### src/rtl/dhcp_vlg_pkg.sv
// Shared definitions for the DHCP client control engine.
//   - DHCP option 53 message type codes used by the client
//   - client FSM state encoding
//   - IPv4 address type
//   - transaction-ID LFSR step function (32-bit Galois,
//     x^32 + x^22 + x^2 + x + 1)
package dhcp_vlg_pkg;

  // The address type is defined locally so that this slice builds on its own.
  typedef logic [31:0] ipv4_t;

  localparam logic [7:0] DHCP_MSG_DISCOVER = 8'd1;
  localparam logic [7:0] DHCP_MSG_OFFER    = 8'd2;
  localparam logic [7:0] DHCP_MSG_REQUEST  = 8'd3;
  localparam logic [7:0] DHCP_MSG_ACK      = 8'd5;
  localparam logic [7:0] DHCP_MSG_NAK      = 8'd6;

  typedef enum logic [2:0] {
    IDLE,
    DISC_S,
    OFFER_WAIT_S,
    REQ_S,
    ACK_WAIT_S,
    BOUND_S,
    FAIL_S
  } cli_state_e;

  // Right-shifting Galois form. The tap mask holds bit 31 (the x^32 term).
  // This makes the step a bijection, so a nonzero seed never reaches zero.
  localparam logic [31:0] XID_POLY = 32'h8020_0003;

  function automatic logic [31:0] lfsr_step(input logic [31:0] s);
    return {1'b0, s[31:1]} ^ (s[0] ? XID_POLY : 32'd0);
  endfunction

endpackage

### src/rtl/dhcp_vlg_xid_gen.sv
// Transaction-ID generator for the DHCP client.
// Ports:
//   clk  in   system clock
//   rst  in   synchronous active-high reset; reloads XID_SEED
//   adv  in   advance one LFSR step (asserted when a new xid is loaded)
//   xid  out  current transaction ID (the LFSR state)
module dhcp_vlg_xid_gen
  import dhcp_vlg_pkg::*;
#(
  parameter logic [31:0] XID_SEED = 32'hA5C3_0001
) (
  input  logic        clk,
  input  logic        rst,
  input  logic        adv,
  output logic [31:0] xid
);

  logic [31:0] lfsr_q;
  logic [31:0] lfsr_d;

  always_comb begin
    lfsr_d = lfsr_q;
    if (adv) begin
      lfsr_d = lfsr_step(lfsr_q);
    end
  end

  always_ff @(posedge clk) begin
    if (rst) begin
      lfsr_q <= XID_SEED;
    end else begin
      lfsr_q <= lfsr_d;
    end
  end

  assign xid = lfsr_q;

endmodule

### src/rtl/dhcp_vlg_cli_ctrl.sv
// DHCP client control engine: DISCOVER -> OFFER -> REQUEST -> ACK with
// timeouts and bounded retries. Decoded messages come from the RX parser.
// Frames are requested from the TX builder over a tx_req/tx_done handshake.
// Ports:
//   clk, rst                       clock; synchronous active-high reset
//   start                          begin acquisition (IDLE/BOUND_S/FAIL_S)
//   rx_v, rx_msg_type, rx_xid,     parsed message strobe and its fields
//   rx_yiaddr, rx_srv_id, rx_lease
//   tx_req, tx_msg_type, tx_xid,   transmit command, held until tx_done
//   tx_req_ipv4, tx_srv_id
//   tx_done                        builder accepted the frame
//   ipv4_addr, lease, ready        bound address/lease and bound flag
//   fail                           retries exhausted
// All outputs are registered.
module dhcp_vlg_cli_ctrl
  import dhcp_vlg_pkg::*;
#(
  parameter int          RETRIES  = 3,
  parameter int          TIMEOUT  = 1250000,
  parameter logic [31:0] XID_SEED = 32'hA5C3_0001
) (
  input  logic        clk,
  input  logic        rst,
  input  logic        start,
  input  logic        rx_v,
  input  logic [7:0]  rx_msg_type,
  input  logic [31:0] rx_xid,
  input  logic [31:0] rx_yiaddr,
  input  logic [31:0] rx_srv_id,
  input  logic [31:0] rx_lease,
  output logic        tx_req,
  output logic [7:0]  tx_msg_type,
  output logic [31:0] tx_xid,
  output logic [31:0] tx_req_ipv4,
  output logic [31:0] tx_srv_id,
  input  logic        tx_done,
  output logic [31:0] ipv4_addr,
  output logic [31:0] lease,
  output logic        ready,
  output logic        fail
);

  localparam int TW = $clog2(TIMEOUT + 1);
  localparam logic [TW-1:0] TIMER_LAST = TW'(TIMEOUT - 1);
  localparam logic [3:0]    RETRY_LAST = 4'(RETRIES - 1);

  cli_state_e  state_q, state_d;
  logic [TW-1:0] timer_q, timer_d;
  logic [3:0]  retry_q, retry_d;
  ipv4_t       offer_ip_q, offer_ip_d;
  ipv4_t       srv_q, srv_d;
  logic        tx_req_q, tx_req_d;
  logic [7:0]  tx_msg_type_q, tx_msg_type_d;
  logic [31:0] tx_xid_q, tx_xid_d;
  ipv4_t       tx_req_ipv4_q, tx_req_ipv4_d;
  ipv4_t       tx_srv_id_q, tx_srv_id_d;
  ipv4_t       ipv4_addr_q, ipv4_addr_d;
  logic [31:0] lease_q, lease_d;
  logic        ready_q, ready_d;
  logic        fail_q, fail_d;

  logic        xid_adv;
  logic [31:0] xid;
  logic        rx_match;
  logic        timeout;
  logic        do_retry;
  logic        tx_ack;

  dhcp_vlg_xid_gen #(
    .XID_SEED(XID_SEED)
  ) u_xid_gen (
    .clk(clk),
    .rst(rst),
    .adv(xid_adv),
    .xid(xid)
  );

  assign rx_match = rx_v && (rx_xid == xid);
  assign timeout  = (timer_q == TIMER_LAST);
  // tx_done is only meaningful while a request is outstanding.
  assign tx_ack   = tx_req_q && tx_done;

  always_comb begin
    state_d       = state_q;
    timer_d       = timer_q;
    retry_d       = retry_q;
    offer_ip_d    = offer_ip_q;
    srv_d         = srv_q;
    tx_req_d      = tx_req_q;
    tx_msg_type_d = tx_msg_type_q;
    tx_xid_d      = tx_xid_q;
    tx_req_ipv4_d = tx_req_ipv4_q;
    tx_srv_id_d   = tx_srv_id_q;
    ipv4_addr_d   = ipv4_addr_q;
    lease_d       = lease_q;
    ready_d       = ready_q;
    fail_d        = fail_q;
    xid_adv       = 1'b0;
    do_retry      = 1'b0;

    case (state_q)
      IDLE, BOUND_S, FAIL_S: begin
        if (start) begin
          ready_d     = 1'b0;
          fail_d      = 1'b0;
          retry_d     = 4'd0;
          ipv4_addr_d = '0;
          lease_d     = '0;
          xid_adv     = 1'b1;
          state_d     = DISC_S;
        end
      end
      DISC_S: begin
        tx_msg_type_d = DHCP_MSG_DISCOVER;
        tx_xid_d      = xid;
        tx_req_ipv4_d = '0;
        tx_srv_id_d   = '0;
        if (tx_ack) begin
          tx_req_d = 1'b0;
          timer_d  = '0;
          state_d  = OFFER_WAIT_S;
        end else begin
          tx_req_d = 1'b1;
        end
      end
      OFFER_WAIT_S: begin
        timer_d = timer_q + TW'(1);
        // A matched message takes priority over a timeout in the same cycle.
        if (rx_match && (rx_msg_type == DHCP_MSG_OFFER)) begin
          offer_ip_d = rx_yiaddr;
          srv_d      = rx_srv_id;
          state_d    = REQ_S;
        end else if (timeout) begin
          do_retry = 1'b1;
        end
      end
      REQ_S: begin
        tx_msg_type_d = DHCP_MSG_REQUEST;
        tx_xid_d      = xid;
        tx_req_ipv4_d = offer_ip_q;
        tx_srv_id_d   = srv_q;
        if (tx_ack) begin
          tx_req_d = 1'b0;
          timer_d  = '0;
          state_d  = ACK_WAIT_S;
        end else begin
          tx_req_d = 1'b1;
        end
      end
      ACK_WAIT_S: begin
        timer_d = timer_q + TW'(1);
        if (rx_match && (rx_msg_type == DHCP_MSG_ACK) && (rx_srv_id == srv_q)) begin
          ipv4_addr_d = rx_yiaddr;
          lease_d     = rx_lease;
          ready_d     = 1'b1;
          state_d     = BOUND_S;
        end else if (rx_match && (rx_msg_type == DHCP_MSG_NAK)) begin
          do_retry = 1'b1;
        end else if (timeout) begin
          do_retry = 1'b1;
        end
      end
      default: begin
        state_d = IDLE;
      end
    endcase

    if (do_retry) begin
      if (retry_q == RETRY_LAST) begin
        fail_d  = 1'b1;
        state_d = FAIL_S;
      end else begin
        retry_d = retry_q + 4'd1;
        xid_adv = 1'b1;
        state_d = DISC_S;
      end
    end
  end

  always_ff @(posedge clk) begin
    if (rst) begin
      state_q       <= IDLE;
      timer_q       <= '0;
      retry_q       <= 4'd0;
      offer_ip_q    <= '0;
      srv_q         <= '0;
      tx_req_q      <= 1'b0;
      tx_msg_type_q <= 8'd0;
      tx_xid_q      <= '0;
      tx_req_ipv4_q <= '0;
      tx_srv_id_q   <= '0;
      ipv4_addr_q   <= '0;
      lease_q       <= '0;
      ready_q       <= 1'b0;
      fail_q        <= 1'b0;
    end else begin
      state_q       <= state_d;
      timer_q       <= timer_d;
      retry_q       <= retry_d;
      offer_ip_q    <= offer_ip_d;
      srv_q         <= srv_d;
      tx_req_q      <= tx_req_d;
      tx_msg_type_q <= tx_msg_type_d;
      tx_xid_q      <= tx_xid_d;
      tx_req_ipv4_q <= tx_req_ipv4_d;
      tx_srv_id_q   <= tx_srv_id_d;
      ipv4_addr_q   <= ipv4_addr_d;
      lease_q       <= lease_d;
      ready_q       <= ready_d;
      fail_q        <= fail_d;
    end
  end

  assign tx_req      = tx_req_q;
  assign tx_msg_type = tx_msg_type_q;
  assign tx_xid      = tx_xid_q;
  assign tx_req_ipv4 = tx_req_ipv4_q;
  assign tx_srv_id   = tx_srv_id_q;
  assign ipv4_addr   = ipv4_addr_q;
  assign lease       = lease_q;
  assign ready       = ready_q;
  assign fail        = fail_q;

endmodule
### config.mk
export PLATFORM = sky130hd
export DESIGN_NAME = dhcp_vlg_cli_ctrl
export DESIGN_NICKNAME = d
export VERILOG_FILES = /design/src/rtl/dhcp_vlg_pkg.sv /design/src/rtl/dhcp_vlg_xid_gen.sv /design/src/rtl/dhcp_vlg_cli_ctrl.sv
export SDC_FILE = /design/constraint.sdc
export NUM_CORES = 1
export LEC_CHECK = 0
export ABC_AREA = 1
export BUFFER_PORTS_ARGS = -buffer_cell sky130_fd_sc_hd__buf_2
export CAP_MARGIN = 20
export CORE_ASPECT_RATIO = 0.9
export CORE_MARGIN = 1
export CORE_UTILIZATION = 35
export DETAILED_ROUTE_END_ITERATION = 8
export GPL_TIMING_DRIVEN = 0
export PLACE_DENSITY_LB_ADDON = 0.25
export SYNTH_ARGS = -nofsm -noshare
export SYNTH_HDL_FRONTEND = slang
export SYNTH_HIERARCHICAL = 1
export SYNTH_SLANG_ARGS = --single-unit
### constraint.sdc
create_clock -name clk -period 2.9 [get_ports clk]
set_clock_uncertainty 0.15 [all_clocks]
set_input_delay 0.435 -clock clk [delete_from_list [all_inputs] [get_ports clk]]
set_output_delay 0.435 -clock clk [all_outputs]
set_load 0.01 [all_outputs]
# == Word-level counts from Yosys, hierarchy flattened ==
# Cells that the tools add are included.
# totals
reg_bits,295
latchBits,0
ramBits,0
romBits,0
inputBits,141
out_inout_bits,171
elab_cells,96
n_memories,0
# classes
addsub,2
n_mul,0
div_mod_pow,0
n_lt_le_gt_ge,0
eq_ne,21
shifts,0
muxes,40
n_bitwise,1
n_reduce_logical,17
# ops
op,n
32-bit one-hot mux with 2 select lines,4
32-bit 2-to-1 mux,4
32-bit equality test,2
21-bit one-hot mux with 2 select lines,1
31-bit by 32-bit bitwise XOR with 32-bit output,1
"21-bit by 1-bit adder with 21-bit output, second input constant",1
"21-bit equality test, second input constant",1
21-bit 2-to-1 mux,1
3-bit 2-to-1 mux,7
"8-bit by 3-bit equality test with 1-bit output, second input constant",2
4-bit 2-to-1 mux,4
8-bit one-hot mux with 2 select lines,1
1-bit 2-to-1 mux,15
"3-bit != test, second input constant",5
3-bit one-hot mux with 5 select lines,1
"3-bit equality test, second input constant",3
"8-bit by 2-bit equality test with 1-bit output, second input constant",1
"3-bit by 2-bit equality test with 1-bit output, second input constant",2
1-bit logical AND,6
2-bit nonzero test,3
5-bit AND reduction,1
"4-bit by 1-bit adder with 4-bit output, second input constant",1
"4-bit by 2-bit equality test with 1-bit output, second input constant",1
"2-bit != test, second input constant",2
other kinds (8),11

# == Longest topological paths before layout ==
# Gate-level depths: netlist (run 1).
# logic_depth
ltp_word,8
ltp_mapped,19
depth_no_buf,18

# == Cells and area by module ==
# The synthesis (run 1) kept the hierarchy.
# by_module_without_submodules
module,n_inst,cells_each,area_each_um2,seq_area_each_um2
dhcp_vlg_cli_ctrl,1,1662,11355.9,5144.9
dhcp_vlg_xid_gen,1,149,1226.2,640.6

# == Worst setup path before layout (run 1) ==
# Ideal clock, no wire load.
# synth_timing
kind,in2reg
startpoint,input rx_msg_type[5]
endpoint,register u_xid_gen.lfsr_q[13] (netlist: u_xid_gen/xid[13])
t_arrival_ps,2013
required_ps,2634
path_slack_ps,622
path_stages,13
path_cell_list,nor2_1 -> and2_1 -> nand3_1 -> nor3_1 -> nand3_1 -> nand3b_1 -> nand2_2 -> nand2_2 -> nand2_1 -> buf_6 -> buf_6 -> o21ai_0 -> nor2_1
# synth_via
elab_chain_cells,6
elab_cells_between_ends,12
classes_between,eq/ne: 3; mux: 5; reduce/logical: 4
# synth_rtl
item,line,text
"start, declared",dhcp_vlg_cli_ctrl.sv:26,"input logic [7:0] rx_msg_type,"
8-bit by 3-bit equality test with 1-bit output (on tied branches),"dhcp_vlg_cli_ctrl.sv:157, dhcp_vlg_cli_ctrl.sv:152",
1-bit logical AND (on tied branches),"dhcp_vlg_cli_ctrl.sv:157, dhcp_vlg_cli_ctrl.sv:152",
1-bit 2-to-1 mux / 1-bit logical AND (equally long branches),"dhcp_vlg_cli_ctrl.sv:157, dhcp_vlg_cli_ctrl.sv:152",
1-bit 2-to-1 mux,dhcp_vlg_cli_ctrl.sv:152,if (rx_match && (rx_msg_type == DHCP_MSG_ACK) && (rx_srv_id == srv_q)) begin
1-bit one-hot mux with 2 select lines (*),dhcp_vlg_cli_ctrl.sv:101,case (state_q)
1-bit 2-to-1 mux (*),dhcp_vlg_cli_ctrl.sv:168,if (do_retry) begin
net xid_adv,dhcp_vlg_cli_ctrl.sv:62,logic xid_adv;
"end signal, assigned",dhcp_vlg_xid_gen.sv:32,lfsr_q <= lfsr_d;
"end, declared",dhcp_vlg_xid_gen.sv:18,logic [31:0] lfsr_q;
# Mark *: on every way through the listed nets, which the timed path passes. The rest lies on a longest branch.
# A chain may end at the register's enable or synchronous reset.

# == Worst setup path in the final report (run 1) ==
# layout_timing
startpoint,input rx_srv_id[30]
endpoint,register u_xid_gen.lfsr_q[15] (netlist: u_xid_gen/xid[15])
# layout_via
elab_chain_cells,5
# layout_rtl
item,line,text
"start, declared",dhcp_vlg_cli_ctrl.sv:29,"input logic [31:0] rx_srv_id,"
32-bit equality test,dhcp_vlg_cli_ctrl.sv:152,
1-bit logical AND,dhcp_vlg_cli_ctrl.sv:152,
1-bit 2-to-1 mux,dhcp_vlg_cli_ctrl.sv:152,
1-bit one-hot mux with 2 select lines,dhcp_vlg_cli_ctrl.sv:101,
1-bit 2-to-1 mux,dhcp_vlg_cli_ctrl.sv:168,
net xid_adv,dhcp_vlg_cli_ctrl.sv:62,
# The timed path passes the listed nets, and every way through them passes these cells.

==> results.yml, run 1 <==
outcome:
  outcome: "complete, no violations"
cts:
  clk_latency_ns: 0.58
  clk_pin_slew_worst_paths_ns: 0.06
  htree_num_levels: 1
  clock-root-buffer: "sky130_fd_sc_hd__clkbuf_16"
  tritoncts.num_buffers: 31
  cts.path.max_buffers: 3
  tritoncts: "yes"
  clock_sink_count: 289
logic_synthesis:
  ys_async_sr_fraction_pct: 0
  ys_dominant_reg_cell: "sky130_fd_sc_hd__dfxtp_1"
  ys_ff_latch: 289
  synth-edff-count: 0
  syn_avg_cell_area_um2: 6.948
  sequential_cell_area_fraction_in_the_yosys_report_pct: 45.98
  ys_top_cells_by_area: "sky130_fd_sc_hd__dfxtp_1 46%, sky130_fd_sc_hd__nand2_1 16%, sky130_fd_sc_hd__a21oi_1 9.5%"
  post-synth-top-count-cell: "sky130_fd_sc_hd__nand2_1"
  synth_top_cell_area_share_pct: 45.98
  synth.distinct_cells: 49
  yosys.area.top_type: "sky130_fd_sc_hd__dfxtp_1"
  postSynthCellCount: 1811
  synth_warnings: 6
  synth_commonest_cells: "553 x sky130_fd_sc_hd__nand2_1, 289 x sky130_fd_sc_hd__dfxtp_1, 238 x sky130_fd_sc_hd__a21oi_1, 195 x sky130_fd_sc_hd__inv_1, 168 x sky130_fd_sc_hd__nor2_1"
  post_synthesis_cell_area_um2: 12580
global_route:
  grt_max_degree: 16
  grt-ovfl-total: 0
  groute.usage.overall_pct: 22.08
  grt_pass1_vias: 12050
  antenna_found_initial: 2
  grt_first_pass_wirelength_mm: 64.64
placement:
  preCtsSetupSlack_ns: -0.03210
  detailed_place.area_um2: 14710
  routabilityCongestion: 0.8940
  port_buffers: 305
  detailedPlacementHpwl_mm: 31.26
hold_path:
  hp-class: "in2reg"
drt:
  drc: 0
  routed-wl-met3_mm: 2.261
  drt_pre_antenna_iters: 5
  route.layer.met1.wl_mm: 19.24
  routed.top_layer: "met5"
  avgRoutedWirePerCell_um: 15.22
  first_iter_violations: 775
  route.met2.wl_mm: 18.70
  vias: 12910
  ant_nets: 0
  detail_route.vias_per_cell: 4.729
  detail_route.wirelength_mm: 41.55
sta:
  timing.setup.tns_ns: 0
  finalWorstPathRequiredPeriod_ns: 2.706
  finalCritPeriodShare_pct: 93.33
  relSlewSlack_pct: 40.13
  worst_slew_pin_slew_ns: 0.8981
  grt_setup_unrepaired: "no"
  setup_slack_ns: 0.1935
  finalHoldViolations: 0
  maxClockFrequency_mhz: 369.5
  final_setup_vio_count: 0
  timing.final.max_slew_violations: 0
setup_path:
  rr_startpoint: "u_xid_gen/xid[18]$_SDFFE_PP0P_"
  cp.required_ns: 3.20
  setup.worst_path.start_class: "input pin"
  worst-path-max-fanout: 10
  worst_ep_arrival_time_ns: 3.01
  timing.critical_path.slowest_cell_delay_ns: 0.55
  critical_path.most_common_cell: "sky130_fd_sc_hd__nand2_1"
  slowest_stage: "sky130_fd_sc_hd__dlygate4sd3_1"
  timing.rr.end: "u_xid_gen/xid[15]$_SDFFE_PP0P_"
  worst_setup_path_endpoint: "u_xid_gen/xid[15]$_SDFFE_PP0P_"
  worst_setup_path_startpoint: "rx_srv_id[30]"
  crit_path_end_kind: "register"
  rrSetupSlack_ns: 0.23
  timing.setup.critical_path_class: "in2reg"
  logic_depth_of_the_worst_register_to_register_path: 16
  cell_chain_critical_path: "dlygate4sd3_1 > buf_2 > xnor2_1 > nand2_1 > nor2_1 > nand3_1 > nor2_4 > nand2_1 > nand3_4 > nand2_2 > nand2_2 > nand2_1 > buf_6 > buf_6 > o21ai_0 > nor2_1"
floorplanning:
  initial_cell_density_of_the_core_pct: 35.73
  io_pins: 312
  die_h_um: 181.9
  die_w_um: 201.9
  die_outline_area_um2: 36710
  core_um2: 35220
  std_cell_rows: 65
layout:
  seq_cell_area_um2: 5788
  final_design_area_no_fill_um2: 16600
  postLayoutCoreUtil_pct: 47.14
  nets: 2378
  nFillCells: 3562
  synthToLayoutAreaGrowth_pct: 31.94
  multiInputGateArea_um2: 5527
  share_of_final_layout_standard_cells_stronger_than_drive_strength_1_pct: 19.57
power:
  maximum_ir_drop_on_the_vdd_rail_mv: 0.5082
  power-per-cell-area_nw_per_um2: 692.0
  p_total_mw: 11.49
  leakagePower_nw: 7.478
run:
  max-cap-violations: 0
-- per-stage QoR --
stage | instances | hold slack (ns)
after CTS | 2725 | 0.0009823
after global routing | 2728 | 0.01050
final | 2730 | 0.03218
after detailed placement | 2590 | 0.2871
after global placement | 2590 | 0.2828
after floorplan | 1816 | 0.2745
-- flip-flops by register name, indices dropped and copies added (netlist names) --
name           count
ipv4_addr         32
lease             32
offer_ip_q        32
srv_q             32
tx_req_ipv4       32
tx_srv_id         32
tx_xid            32
u_xid_gen/xid     32
timer_q           21
retry_q            4
state_q            3
tx_msg_type        2
fail               1
ready              1
tx_req             1
-- layout by cell type, fill, tap and decap left out, drive strengths merged, types with 4 or more instances in the layout --
cell	synthesis	layout
nand3	43	43
xnor2	13	13
nand4	22	22
clkbuf	41	88
nand2	558	558
clkinv	2	8
inv	201	202
or2	4	4
buf	50	358
nor3	11	11
dfxtp	289	289
conb	1	6
dlygate4sd3	0	77
o21ai	129	129
a21oi	239	239
a221oi	4	4
nor2	175	175
nand3b	4	4
-- what timing repair did --
item / 4_1_cts / 5_1_grt
hold buffers: 77 / 0
buffers inserted: 0 / 3
setup endpoints to repair: 0 / 32
gates resized for setup: 0 / 8
endpoints found under the hold margin: 92 / 0
-- routing by layer --
| layer | track usage, % | vias up |
|---|---|---|
| met5 | 0 | - |
| met4 | 7.697 | 2 |
| met3 | 3.571 | 78 |
| met2 | 35.22 | 348 |
| met1 | 30.06 | 5899 |
| li1 | - | 6582 |
-- layout make-up --
cell class	count	area share (%)
flip-flops and latches	289	34.87
inverters	203	4.613
repair buffers	385	13.97
clock inverters	11	0.8441
well taps	469	3.535
clock buffers	47	5.517
multi-input cells	1233	33.29
diodes	2	0.03015
plain buffers	91	3.331
-- critical path: cells and delay by family --
family	cells	cell delay, ns
and+or+nand+nor	10	1.14
buffers and inverters	4	1.00
xor gates and xnor gates	1	0.26
AOI/OAI and AO/OA	1	0.16
-- report_power, final --
group / switching [mW] / total (mW) / internal, mW
registers: 0.323 / 4.66 / 4.34
clock network: 1.62 / 4.06 / 2.44
logic: 1.81 / 2.77 / 0.957
total: 3.75 / 11.5 / 7.74
-- kinds of logic (layout without fill, tap and decap cells) --
logic type	after synthesis	count (layout)	share of synthesized area [%]
compound gates	382	382	15.70
xor+xnor	16	16	1.114
fa+ha+maj	3	3	0.2984
buf+inv	294	737	10.48
flops	289	289	45.98
other cells	1	8	0.02980
simple gates	826	826	26.39
-- how the worst min path moves through the flow --
stage	start	to	slack (ns)	cells past startpoint
CTS	rx_yiaddr[26]	ipv4_addr[26]$_SDFFE_PP0P_	0.001	3
global placement	offer_ip_q[18]$_SDFFE_PP0P_	offer_ip_q[18]$_SDFFE_PP0P_	0.28	2
finish	rx_srv_id[26]	srv_q[26]$_SDFFE_PP0P_	0.03	3
global route	rx_srv_id[22]	srv_q[22]$_SDFFE_PP0P_	0.01	3
floorplan	offer_ip_q[27]$_SDFFE_PP0P_	offer_ip_q[27]$_SDFFE_PP0P_	0.27	2
detailed placement	offer_ip_q[15]$_SDFFE_PP0P_	offer_ip_q[15]$_SDFFE_PP0P_	0.29	2
Power figures use the tool's default switching activity.
==> run 2: changes to the inputs <==
CTS_BUF_LIST = sky130_fd_sc_hd__clkbuf_4 sky130_fd_sc_hd__clkbuf_8 sky130_fd_sc_hd__clkbuf_16   (was not set)
==> run 2 against run 1 <==
- global-route usage about the same
- sequential share of layout area shrank 0.063 points
- die area unchanged
- count of clock-buffer cells in the layout did not move
- worst setup slack improved by 0.0040 ns
- core utilization up 0.085 points
- highest routed layer unchanged
- fmax up 0.15%
- total power increased by 0.67%
- design area up 0.18%
- register-to-register slack is essentially flat
- first-iteration DRC count is 2.5% higher
- cell count did not move
==> results.yml, run 2 (synthesized netlist as in run 1, its figures left out) <==
cts:
  clock_sink_count: 289
  tritoncts.num_buffers: 31
  clock-root-buffer: "sky130_fd_sc_hd__clkbuf_16"
  cts.path.max_buffers: 3
  tritoncts: "yes"
  clk_latency_ns: 0.58
  htree_num_levels: 1
  clk_pin_slew_worst_paths_ns: 0.06
global_route:
  groute.usage.overall_pct: 22.06
  grt-ovfl-total: 0
  grt_pass1_vias: 12050
  grt_max_degree: 16
  antenna_found_initial: 2
  grt_first_pass_wirelength_mm: 64.57
setup_path:
  crit_path_end_kind: "register"
  cp.required_ns: 3.20
  worst-path-max-fanout: 10
  setup.worst_path.start_class: "input pin"
  timing.setup.critical_path_class: "in2reg"
  worst_ep_arrival_time_ns: 3.00
drt:
  vias: 12930
  avgRoutedWirePerCell_um: 15.25
  drc: 0
  detail_route.vias_per_cell: 4.736
  ant_nets: 0
  drt_pre_antenna_iters: 6
  detail_route.wirelength_mm: 41.62
  first_iter_violations: 794
placement:
  preCtsSetupSlack_ns: -0.03210
  detailedPlacementHpwl_mm: 31.26
  routabilityCongestion: 0.8940
  detailed_place.area_um2: 14710
  dp.cells: 2590
  port_buffers: 305
layout:
  synthToLayoutAreaGrowth_pct: 32.18
  share_of_final_layout_standard_cells_stronger_than_drive_strength_1_pct: 19.92
  layout.cells.most_common: "sky130_fd_sc_hd__nand2_1"
  final_design_area_no_fill_um2: 16630
  nets: 2378
  final_cell_mix: "553 x sky130_fd_sc_hd__nand2_1, 327 x sky130_fd_sc_hd__buf_2, 287 x sky130_fd_sc_hd__dfxtp_1"
  multiInputGateArea_um2: 5527
  fin_cells: 2730
  seq_cell_area_um2: 5788
  nFillCells: 3554
floorplanning:
  std_cell_rows: 65
  core_um2: 35220
  die_outline_area_um2: 36710
  io_pins: 312
  initial_cell_density_of_the_core_pct: 35.73
  die_h_um: 181.9
  die_w_um: 201.9
sta:
  finalCritPeriodShare_pct: 93.19
  finalWorstPathRequiredPeriod_ns: 2.702
  relSlewSlack_pct: 38.71
  final_setup_vio_count: 0
  setup_slack_ns: 0.1976
  grt_setup_unrepaired: "no"
  timing.final.max_slew_violations: 0
  finalHoldViolations: 0
  worst_slew_pin_slew_ns: 0.9193
  maxClockFrequency_mhz: 370.0
hold_path:
  hp-class: "in2reg"
power:
  maximum_ir_drop_on_the_vdd_rail_mv: 0.5095
  leakagePower_nw: 7.505
  power-per-cell-area_nw_per_um2: 695.3
run:
  max-cap-violations: 0
outcome:
  outcome: "complete, no violations"
run 2: final timing paths:
check	start	endpoint	slack [ns]	cells past startpoint
setup / recovery	rx_srv_id[30]	u_xid_gen/xid[15]$_SDFFE_PP0P_	0.20	16
hold / removal	rx_srv_id[26]	srv_q[26]$_SDFFE_PP0P_	0.03	3
setup reg to reg	u_xid_gen/xid[18]$_SDFFE_PP0P_	u_xid_gen/xid[15]$_SDFFE_PP0P_	0.24	16
hold reg to reg	offer_ip_q[16]$_SDFFE_PP0P_	tx_req_ipv4[16]$_SDFFE_PP0N_	0.29	2
run 2: final cells by class:
type	count	share of cell area [%]
Sequential cell	289	34.80
Inverter	203	4.604
Tap cell	469	3.528
Antenna cell	2	0.03009
Clock buffer	47	5.688
Multi-Input combinational cell	1233	33.23
Buffer	91	3.325
Clock inverter	11	0.8426
Timing Repair Buffer	385	13.95
run 2: what timing repair did:
| action | in CTS | in global routing |
|---|---|---|
| gates resized for setup | 0 | 8 |
| endpoints found under the setup margin | 0 | 32 |
| setup buffers | 0 | 3 |
| endpoints found under the hold margin | 92 | 0 |
| hold buffers | 77 | 0 |
run 2: metal layers:
| metal | part of all wire [%] | global-route usage [%] |
|---|---|---|
| met5 | 0.031 | 0 |
| met4 | 3.2 | 7.667 |
| met3 | 5.3 | 3.571 |
| met2 | 45 | 35.22 |
| met1 | 46 | 30.01 |
run 2: worst max-delay path: stages:
cell,delay (ns)
sky130_fd_sc_hd__dlygate4sd3_1,0.55
sky130_fd_sc_hd__buf_2,0.14
sky130_fd_sc_hd__xnor2_1,0.26
sky130_fd_sc_hd__nand2_1,0.09
sky130_fd_sc_hd__nor2_1,0.13
sky130_fd_sc_hd__nand3_1,0.13
sky130_fd_sc_hd__nor2_4,0.18
sky130_fd_sc_hd__nand2_1,0.12
sky130_fd_sc_hd__nand3_4,0.15
sky130_fd_sc_hd__nand2_2,0.09
sky130_fd_sc_hd__nand2_2,0.11
sky130_fd_sc_hd__nand2_1,0.08
sky130_fd_sc_hd__buf_6,0.16
sky130_fd_sc_hd__buf_6,0.15
sky130_fd_sc_hd__o21ai_0,0.16
sky130_fd_sc_hd__nor2_1,0.06
run 2: power by group:
part / internal, mW / total, mW / switching [mW]
clock network: 2.51 / 4.14 / 1.62
registers: 4.34 / 4.66 / 0.323
logic: 0.957 / 2.76 / 1.81
total: 7.81 / 11.6 / 3.75
run 2: metrics by stage:
step | total power, mW | hold slack [ns] | utilization [%] | setup TNS (ns)
after floorplan | 6.404 | 0.2745 | - | 0
after global placement | 7.372 | 0.2828 | 41.78 | -0.1240
after detailed placement | 7.398 | 0.2871 | 41.78 | -0.1674
after CTS | 11.64 | 0.0009823 | 47.06 | 0
after global routing | 12.21 | 0.01045 | 47.21 | 0
final | 11.56 | 0.03175 | 47.23 | 0
==> run 3: changes to the inputs <==
HOLD_SLACK_MARGIN = 0.08   (was not set)
==> run 3 against run 2 <==
- combinational power about the same
- non-clock buffer count up 20
- hold slack better by 0.097 ns
- fmax down 0.59%
- global-route usage up 0.097 points
- core utilization up 0.57 points
- critical path type unchanged
==> results.yml, run 3 (synthesized netlist as in run 1, its figures left out) <==
placement:
  routabilityCongestion: 0.8940
  detailedPlacementHpwl_mm: 31.26
  port_buffers: 305
  detailed_place.area_um2: 14710
  dp.cells: 2590
setup_path:
  worst_ep_arrival_time_ns: 3.02
  timing.critical_path.slowest_cell_delay_ns: 0.56
  crit_path_end_kind: "register"
  timing.setup.critical_path_class: "in2reg"
  cp_delay_by_family_top: "simple AND/OR/NAND/NOR gates"
  worst-path-max-fanout: 10
  setup.worst_path.start_class: "input pin"
  worst-path-buf-inv: 4
  critical_path.most_common_cell: "sky130_fd_sc_hd__nand2_1"
  cp.required_ns: 3.20
  slowest_stage: "sky130_fd_sc_hd__dlygate4sd3_1"
  cell_chain_critical_path: "dlygate4sd3_1 > buf_2 > xnor2_1 > nand2_1 > nor2_1 > nand3_1 > nor2_4 > nand2_1 > nand3_4 > nand2_2 > nand2_2 > nand2_1 > buf_6 > buf_6 > o21ai_0 > nor2_1"
cts:
  clock-root-buffer: "sky130_fd_sc_hd__clkbuf_16"
  htree_num_levels: 1
  tritoncts.num_buffers: 31
  cts.path.max_buffers: 3
  clock_sink_count: 289
  tritoncts: "yes"
  clk_latency_ns: 0.58
  clk_pin_slew_worst_paths_ns: 0.06
drt:
  detail_route.wirelength_mm: 41.81
  drt_pre_antenna_iters: 6
  drc: 0
  first_iter_violations: 816
  detail_route.vias_per_cell: 4.727
  avgRoutedWirePerCell_um: 15.20
  ant_nets: 0
  vias: 13000
hold_path:
  hp-class: "in2reg"
layout:
  synthToLayoutAreaGrowth_pct: 33.77
  share_of_final_layout_standard_cells_stronger_than_drive_strength_1_pct: 19.75
  final_cell_mix: "553 x sky130_fd_sc_hd__nand2_1, 327 x sky130_fd_sc_hd__buf_2, 287 x sky130_fd_sc_hd__dfxtp_1"
  nets: 2398
  nFillCells: 3532
  seq_cell_area_um2: 5788
  fin_cells: 2750
  final_design_area_no_fill_um2: 16830
  multiInputGateArea_um2: 5527
  layout.cells.most_common: "sky130_fd_sc_hd__nand2_1"
floorplanning:
  std_cell_rows: 65
  die_outline_area_um2: 36710
  initial_cell_density_of_the_core_pct: 35.73
  die_w_um: 201.9
  die_h_um: 181.9
  io_pins: 312
  core_um2: 35220
sta:
  grt_setup_unrepaired: "no"
  timing.hold.ws_ns: 0.1285
  final_setup_vio_count: 0
  maxClockFrequency_mhz: 367.9
  timing.setup.tns_ns: 0
  relSlewSlack_pct: 40.71
  finalWorstPathRequiredPeriod_ns: 2.718
  timing.final.max_slew_violations: 0
  finalCritPeriodShare_pct: 93.74
  worst_slew_pin_slew_ns: 0.8893
  finalHoldViolations: 0
global_route:
  grt_pass1_vias: 12140
  grt_first_pass_wirelength_mm: 64.90
  groute.usage.overall_pct: 22.15
  grt_max_degree: 16
  grt-ovfl-total: 0
  antenna_found_initial: 2
outcome:
  outcome: "complete, no violations"
power:
  maximum_ir_drop_on_the_vdd_rail_mv: 0.5067
  power-per-cell-area_nw_per_um2: 687.9
  leakagePower_nw: 7.589
run:
  max-cap-violations: 0
-- run 3: area by class of cell --
cell class,instances,share of cell area (%)
diodes,2,0.02974
plain buffers,91,3.286
clock buffers,47,5.620
clock inverters,11,0.8326
inverters,203,4.550
multi-input cells,1233,32.84
flip-flops and latches,289,34.39
well taps,469,3.486
repair buffers,405,14.97
-- run 3: tightest hold or removal path: stages --
cell and delay, ns:
sky130_fd_sc_hd__buf_2 0.09, sky130_fd_sc_hd__a21boi_0 0.10, sky130_fd_sc_hd__nand3_1 0.08, sky130_fd_sc_hd__a21oi_1 0.06
-- run 3: worst paths after layout --
path	end	slack (ns)	from	depth (start not counted)
min	retry_q[1]$_SDFF_PP0_	0.13	start	4
max reg2reg	u_xid_gen/xid[15]$_SDFFE_PP0P_	0.23	u_xid_gen/xid[18]$_SDFFE_PP0P_	16
max	u_xid_gen/xid[15]$_SDFFE_PP0P_	0.18	rx_srv_id[30]	16
min reg2reg	tx_req_ipv4[16]$_SDFFE_PP0N_	0.28	offer_ip_q[16]$_SDFFE_PP0P_	2
-- run 3: per-layer routing --
layer	vias to the layer above	part of all wire, %	GRT usage, %
met4	2	3.3	7.636
li1	6625	-	-
met3	82	5.2	3.571
met5	-	0.031	0
met2	350	45	35.57
met1	5941	46	30.01
-- run 3: metrics by stage --
step | utilization [%] | total power [mW] | setup slack [ns]
2_1_floorplan | - | 6.404 | 0.6216
3_3_place_gp | 41.78 | 7.372 | -0.02111
4_1_cts | 47.62 | 11.66 | 0.05506
5_1_grt | 47.78 | 12.23 | 0.01316
6_report | 47.80 | 11.58 | 0.1816
3_5_place_dp | 41.78 | 7.398 | -0.03210
-- run 3: power by group --
group,switching (mW),internal [mW],leakage [nW]
clock,1.62,2.51,0.547
sequential,0.324,4.34,2.34
combinational,1.81,0.975,4.70
total,3.75,7.83,7.59
-- run 3: what timing repair did --
action | in CTS | in global routing
buffers inserted | 0 | 3
endpoints found under the setup margin | 0 | 32
hold buffers | 97 | 0
resized for setup | 0 | 8
endpoints found under the hold margin | 130 | 0
